--- config.mk ---
export PLATFORM = sky130hd
export DESIGN_NAME = toggle_cover_tracker_flat
export DESIGN_NICKNAME = d
export VERILOG_FILES = /design/src/rtl/toggle_cover_tracker_if.sv /design/src/rtl/toggle_cover_tracker.sv /design/src/flat_wrapper.sv
export SDC_FILE = /design/constraint.sdc
export NUM_CORES = 1
export LEC_CHECK = 0
export CAP_MARGIN = 20
export CORE_ASPECT_RATIO = 0.6
export CORE_MARGIN = 2
export CORE_UTILIZATION = 40
export CTS_CLUSTER_DIAMETER = 30
export DETAILED_ROUTE_END_ITERATION = 8
export PLACE_DENSITY = 0.65
export SLEW_MARGIN = 20
export SYNTH_ARGS = -nofsm -noshare
export SYNTH_HDL_FRONTEND = slang
export SYNTH_HIERARCHICAL = 1
export SYNTH_SLANG_ARGS = --single-unit
--- constraint.sdc ---
create_clock -name clock -period 6.8 [get_ports clock]
set_clock_uncertainty 0.05 [all_clocks]
set_input_delay 2.04 -clock clock [delete_from_list [all_inputs] [get_ports clock]]
set_output_delay 2.04 -clock clock [all_outputs]
set_load 0.05 [all_outputs]
--- src/rtl/toggle_cover_tracker_if.sv ---
// Sample/coverage bundle between the monitored design side and the toggle-cover tracker.
interface toggle_cover_tracker_if #(
  parameter int WIDTH = 32
);
  localparam int CNT_W = $clog2(WIDTH + 1);

  logic             sample_en;
  logic             clear;
  logic [WIDTH-1:0] signal;
  logic [WIDTH-1:0] valid;
  logic [WIDTH-1:0] rise_seen;
  logic [WIDTH-1:0] fall_seen;
  logic [CNT_W-1:0] covered_count;
  logic             all_covered;

  modport master (
    output sample_en, clear, signal,
    input  valid, rise_seen, fall_seen, covered_count, all_covered
  );
  modport slave (
    input  sample_en, clear, signal,
    output valid, rise_seen, fall_seen, covered_count, all_covered
  );
endinterface

--- src/rtl/toggle_cover_tracker.sv ---
// Per-bit sticky rise/fall toggle coverage with one-shot (or every-edge) valid pulses
// feeding the toggle-cover reporter, plus a registered covered-bit count.
module toggle_cover_lane #(
  parameter int ONESHOT = 1
) (
  input  logic clock,
  input  logic reset,
  input  logic clear,
  input  logic sample_en,
  input  logic prev_ok,
  input  logic sig,
  output logic rise_seen,
  output logic fall_seen,
  output logic valid,
  output logic done_next
);
  logic prev;
  logic detect, rise, fall, valid_next;

  assign detect    = sample_en & prev_ok & ~clear;
  assign rise      = detect & ~prev & sig;
  assign fall      = detect & prev & ~sig;
  assign done_next = (rise_seen | rise) & (fall_seen | fall);

  generate
    if (ONESHOT != 0) begin : g_oneshot
      assign valid_next = done_next & ~(rise_seen & fall_seen);
    end else begin : g_every
      assign valid_next = rise | fall;
    end
  endgenerate

  always_ff @(posedge clock) begin
    if (reset) begin
      prev      <= 1'b0;
      rise_seen <= 1'b0;
      fall_seen <= 1'b0;
      valid     <= 1'b0;
    end else begin
      if (sample_en) prev <= sig;
      if (clear) begin
        rise_seen <= 1'b0;
        fall_seen <= 1'b0;
        valid     <= 1'b0;
      end else begin
        rise_seen <= rise_seen | rise;
        fall_seen <= fall_seen | fall;
        valid     <= valid_next;
      end
    end
  end
endmodule

module toggle_cover_tracker #(
  parameter int WIDTH   = 32,
  parameter int ONESHOT = 1
) (
  input logic                  clock,
  input logic                  reset,
  toggle_cover_tracker_if.slave bus
);
  localparam int CNT_W = $clog2(WIDTH + 1);

  logic             prev_ok;
  logic [WIDTH-1:0] done_next;
  logic [CNT_W-1:0] done_cnt;
  logic [CNT_W-1:0] covered_count;
  logic             all_covered;

  genvar i;
  generate
    for (i = 0; i < WIDTH; i++) begin : g_lane
      toggle_cover_lane #(.ONESHOT(ONESHOT)) u_lane (
        .clock     (clock),
        .reset     (reset),
        .clear     (bus.clear),
        .sample_en (bus.sample_en),
        .prev_ok   (prev_ok),
        .sig       (bus.signal[i]),
        .rise_seen (bus.rise_seen[i]),
        .fall_seen (bus.fall_seen[i]),
        .valid     (bus.valid[i]),
        .done_next (done_next[i])
      );
    end
  endgenerate

  always_comb begin
    done_cnt = '0;
    for (int b = 0; b < WIDTH; b++) done_cnt = done_cnt + CNT_W'(done_next[b]);
  end

  // A clear cycle that also samples reloads prev, so that sample is the new baseline.
  always_ff @(posedge clock) begin
    if (reset) begin
      prev_ok       <= 1'b0;
      covered_count <= '0;
      all_covered   <= 1'b0;
    end else if (bus.clear) begin
      prev_ok       <= bus.sample_en;
      covered_count <= '0;
      all_covered   <= 1'b0;
    end else begin
      if (bus.sample_en) prev_ok <= 1'b1;
      covered_count <= done_cnt;
      all_covered   <= (done_cnt == CNT_W'(WIDTH));
    end
  end

  assign bus.covered_count = covered_count;
  assign bus.all_covered   = all_covered;
endmodule
--- src/flat_wrapper.sv ---
// flat-port wrapper written by rule: the top's interface ports become plain ports
module toggle_cover_tracker_flat 
#(
  parameter int WIDTH   = 32,
  parameter int ONESHOT = 1
)
  (clock, reset, bus_sample_en, bus_clear, bus_signal, bus_valid, bus_rise_seen, bus_fall_seen, bus_covered_count, bus_all_covered);
  toggle_cover_tracker_if #(.WIDTH(WIDTH)) bus_i ();
  input logic clock;
  input logic reset;
  input wire logic [$bits(bus_i.sample_en)-1:0] bus_sample_en;
  input wire logic [$bits(bus_i.clear)-1:0] bus_clear;
  input wire logic [$bits(bus_i.signal)-1:0] bus_signal;
  output wire logic [$bits(bus_i.valid)-1:0] bus_valid;
  output wire logic [$bits(bus_i.rise_seen)-1:0] bus_rise_seen;
  output wire logic [$bits(bus_i.fall_seen)-1:0] bus_fall_seen;
  output wire logic [$bits(bus_i.covered_count)-1:0] bus_covered_count;
  output wire logic [$bits(bus_i.all_covered)-1:0] bus_all_covered;
  assign bus_i.sample_en = bus_sample_en;
  assign bus_i.clear = bus_clear;
  assign bus_i.signal = bus_signal;
  assign bus_valid = bus_i.valid;
  assign bus_rise_seen = bus_i.rise_seen;
  assign bus_fall_seen = bus_i.fall_seen;
  assign bus_covered_count = bus_i.covered_count;
  assign bus_all_covered = bus_i.all_covered;
  toggle_cover_tracker #(.WIDTH(WIDTH), .ONESHOT(ONESHOT)) u_core (.clock(clock), .reset(reset), .bus(bus_i));
endmodule
# Word-level counts from Yosys, hierarchy flattened
# Cells that the tools add are included.
# totals
ff_bits,136
input_bits,36
output_inout_bits,103
# op_classes
mux,2
n_eq_ne,1
n_bitwise,387
add_sub_neg,31
reduce_logical,2
# ops
cell,n
$and 1x1->1,226
$add 6x1->6,30
$not 1->1,97
$or 1x1->1,64
$eq 6x6->1 const B,1
$add 1x1->2,1
$mux 1,2
$reduce_bool 2->1,1
$reduce_or 2->1,1

# Depth between registers and ports, before layout
# depth
ltp_word,38
ltp_mapped,17
ltp_nobuf,17

# Hierarchy
# The synthesis kept the hierarchy.
# modules_own_cells
mod,area_per_inst_um2,n_inst,cells_per_inst,seq_area_each_um2
toggle_cover_lane,187.7,32,20,80.1
toggle_cover_tracker,1048.5,1,108,160.2

# Worst setup path after synthesis
# OpenSTA, ideal clock, no wires.
# synth_path
kind,input to register
start,input port bus_clear
end,register u_core.covered_count[4] (netlist: u_core/bus.covered_count[4])
arrival_ns,6.612
setup_time_ns,0.122
required_ns,6.628
setup_slack_ns,0.016
path_buffers,0
stages,16
path_cell_list,and3b_1 a31oi_1 o21ai_1 inv_1 fa_1 fa_1 fa_1 fa_1 fa_1 fa_1 inv_1 ha_1 fa_1 a21o_1 a211oi_1 nor3_1
# synth_via
word_cells_on_any_way,258
classes_between,add/sub: 31; bitwise: 226; reduce/logical: 1
# synth_rtl
element,line_no,source
start: declaration,flat_wrapper.sv:12,input wire logic [$bits(bus_i.clear)-1:0] bus_clear;
$not 1->1 *,toggle_cover_tracker.sv:20,assign detect = sample_en & prev_ok & ~clear;
$and 1x1->1 *,toggle_cover_tracker.sv:20,
"$and 1x1->1, on equally long branches (2 in series)","toggle_cover_tracker.sv:21, toggle_cover_tracker.sv:22",
$or 1x1->1,toggle_cover_tracker.sv:23,assign done_next = (rise_seen | rise) & (fall_seen | fall);
$and 1x1->1 *,toggle_cover_tracker.sv:23,
net u_core.done_next[23],toggle_cover_tracker.sv:65,logic [WIDTH-1:0] done_next;
$add 6x1->6 * (9 in series),toggle_cover_tracker.sv:90,for (int b = 0; b < WIDTH; b++) done_cnt = done_cnt + CNT_W'(done_next[b]);
end signal: assignment,toggle_cover_tracker.sv:105,covered_count <= done_cnt;
end: declaration,toggle_cover_tracker.sv:67,logic [CNT_W-1:0] covered_count;
# The timed path passes the listed nets; every way through them passes the cells marked *.
# A chain may end at the register's enable or synchronous reset.

# Worst setup path in the final report
# layout_path
start,input port bus_clear
end,register u_core.all_covered (netlist: u_core/bus.all_covered)
# layout_via
word_cells_on_any_way,259
classes_between,add/sub: 31; eq/ne: 1; bitwise: 226; reduce/logical: 1
# layout_rtl
element,line_no,source
$not 1->1 *,toggle_cover_tracker.sv:20,
$and 1x1->1 *,toggle_cover_tracker.sv:20,
"$and 1x1->1, on equally long branches (2 in series)","toggle_cover_tracker.sv:21, toggle_cover_tracker.sv:22",
$or 1x1->1,toggle_cover_tracker.sv:23,
$and 1x1->1 *,toggle_cover_tracker.sv:23,
net u_core.done_next[15],toggle_cover_tracker.sv:65,
$add 6x1->6 * (17 in series),toggle_cover_tracker.sv:90,
net u_core.done_cnt[1],toggle_cover_tracker.sv:66,logic [CNT_W-1:0] done_cnt;
$eq 6x6->1 *,toggle_cover_tracker.sv:106,all_covered <= (done_cnt == CNT_W'(WIDTH));
end signal: assignment,toggle_cover_tracker.sv:106,
end: declaration,toggle_cover_tracker.sv:68,logic all_covered;
# Marks and branches as above.

==> metrics.cfg <==
[floorplanning]
rows=37
core_area_um2=17220
io_pins=139
die_x_um=175.4
dieArea_um2=18750
die_h_um=106.9
initial_core_util=0.4096

[finish]
final_area_um2=10240
final_common_cell=inv_1
layout-drive-gt1-share=0.1778
final_cell_mix=inv_1, dfxtp_1, clkdlybuf4s50_1
nets=1055
area_delta_synth_final_pct=45.14

[critical_path]
cpLargestDelayFamily=adder cells
crit_end=u_core/bus.all_covered
reg2reg_to=u_core/bus.all_covered
slowest_stage=fa_1
reg2reg_slack_ns=1.09
critPathMaxFanout=14
worst-setup-path-type=input port to register
cp-startpoint=bus_clear
end_kind=register
rr_worst_depth=17
path_cells=buf_16, and3b_2, a31oi_2, o21ai_1, inv_1, fa_1, fa_1, fa_1, fa_1, fa_1, fa_1, inv_1, ha_4, fa_2, nor2_1, and3_1, o2111a_1
cp.required_ns=7.04
path_common_cell=fa_1
arrival_ns=6.94
path_buf_inv=3
cp.depth=17
max_stage_delay_ns=0.57
startpoint_type=input port
r2r-start=u_core/prev_ok

[sta]
rsz0062_at_grt=yes
worst_slew_pin_slew_ns=0.7164
hold_viol_final=0
final.period_utilization=0.9847
setup_viol_count_final=0
maxSlewHeadroom=0.5224
max_freq_ghz=0.1493
layout_setup_ws_ns=0.1038
min_period_ns=6.696
slew_viol_final=0
hold_ws_ns=0.5069
tns_ns=0

[clock_network]
htree_levels=4
cts_tree=built
clockBufferDepth=2
root_buffer=clkbuf_16
clk_pin_slew_ns=0.06
clk_latency_ns=0.42
cts_num_sinks=136
cts-buffers-inserted=17

[placement]
dpl.hpwl_um=12800
dpl_cell_area_um2=9299
place.gp.congestion=0.7915
preCtsSetupSlack_ns=-0.5807
io_buffers=138

[min_path]
min_from=u_core/g_lane[18].u_lane/prev
hold_path_class=register to register

[logic_synthesis]
synth_area_um2=7054
synth_cell_type_count=27
syn-num-nets=815
seq_area_frac_synth=0.3860
synthArstFlopShare=0
yosysTopAreaCellShare=0.3860
synth-edff-count=0
yosys_register_bits=136
yosysWarningCount=6
ys.flop_type=dfxtp_1
syn_area_per_cell_um2=9.431
synthTopCellsByArea=dfxtp_1, inv_1, fa_1, nor4b_2, a31oi_1
synthCells=748
synth_largest_area_cell=dfxtp_1

[power]
total_power_mw=2.020
p_leak_nw=4.050
peakVddDrop_v=0.0001401
power_density_nw_per_um2=197.3

[global_routing]
grt_pass1_wl_um=30420
gr-total-overflow=0
grt_pass1_vias=5923
grt_use_total=0.2014
grt_max_degree=62
antenna_found_initial=3

[job]
max-cap-violations=0

[drt]
drtIter0Drc=374
routed_wl_um=19150
wire_per_inst_um=15.48
ant_nets=0
vias=6485
top_layer=met5
dr_wl_met2_um=7712
m1WireLength_um=10110
viasPerCell=5.243
met3_length_um=1094
dr.pass1.iters=5
drcViolationCount=0

[status]
outcome=completed

kinds of logic after synthesis:
logic type,count (synthesis),synth area share
and+or+nand+nor,270,0.3003
buffers and inverters,141,0.07503
AOI/OAI and AO/OA,137,0.1116
DFF,136,0.3860
muxes,32,0.04541
adders and majority gates,31,0.08052
xor gates and xnor gates,1,0.001242
where the power goes:
part / leakage [nW] / total, mW / switching (mW) / internal, mW
logic: 2.64 / 0.175 / 0.0960 / 0.0789
registers: 1.10 / 0.829 / 0.0179 / 0.811
clock network: 0.309 / 1.02 / 0.362 / 0.655
sequential cells by signal (all words and copies together) (netlist names):
name / count
u_core/g_lane.u_lane/valid: 32
u_core/g_lane.u_lane/rise_seen: 32
u_core/g_lane.u_lane/fall_seen: 32
u_core/g_lane.u_lane/prev: 32
u_core/bus.covered_count: 6
u_core/prev_ok: 1
u_core/bus.all_covered: 1
how the worst min path moves through the flow:
stage	cells after the start	end	slack [ns]
after floorplan	2	u_core/g_lane[0].u_lane/prev	0.46
after detailed placement	2	u_core/g_lane[16].u_lane/prev	0.49
after global routing	2	u_core/g_lane[16].u_lane/prev	0.54
after CTS	2	u_core/g_lane[16].u_lane/prev	0.50
after global placement	2	u_core/g_lane[8].u_lane/prev	0.49
final	2	u_core/g_lane[18].u_lane/prev	0.51
synth_stat cells, types with 2 or more instances:
cell type  instances
nor3_1            66
a21oi_1           35
and3b_1           33
nor4b_2           32
mux2i_1           32
nor3b_1           32
dfxtp_1          136
ha_1               7
and2_1             2
a31oi_1           64
inv_1            141
and4bb_1          32
o21ai_1           32
nor2_1            36
fa_1              24
nand4_1           32
nand3_1            2
routing by layer:
layer | vias to the layer above | global-route usage
li1 | 3216 | -
met1 | 3066 | 0.3059
met2 | 180 | 0.2778
met3 | 21 | 0.05319
met4 | 2 | 0.05313
met5 | - | 0
cell type report:
type	count	area, µm²
Inverter	141	529.3
Tap cell	234	292.8
Multi-Input combinational cell	471	3956
Clock buffer	22	484.2
Fill cell	1502	6983
Clock inverter	10	165.2
Sequential cell	136	2723
Timing Repair Buffer	221	2083
Antenna cell	2	5.005
metrics by stage:
step                cells  utilization
global route         1236       0.5944
CTS                  1232       0.5836
floorplan             748            -
finish               1237       0.5945
global placement     1197       0.5400
detailed placement   1197       0.5400
worst reg2reg max path: stages, from the launching register on:
cell,delay [ns]
dfxtp_1,0.50
buf_4,0.30
and3b_2,0.27
a31oi_2,0.11
o21ai_1,0.16
inv_1,0.07
fa_1,0.57
fa_1,0.46
fa_1,0.54
fa_1,0.54
fa_1,0.43
fa_1,0.49
inv_1,0.06
ha_4,0.17
fa_2,0.56
nor2_1,0.04
and3_1,0.17
o2111a_1,0.13
repair_timing:
item,4_1_cts,5_1_grt
hold buffers,0,0
cloned,0,2
endpoints found under the hold margin,0,0
setup endpoints to repair,3,3
pin swaps,10,16
resized for setup,26,29
buffers inserted,3,1
(Power assumes the default switching activity.)
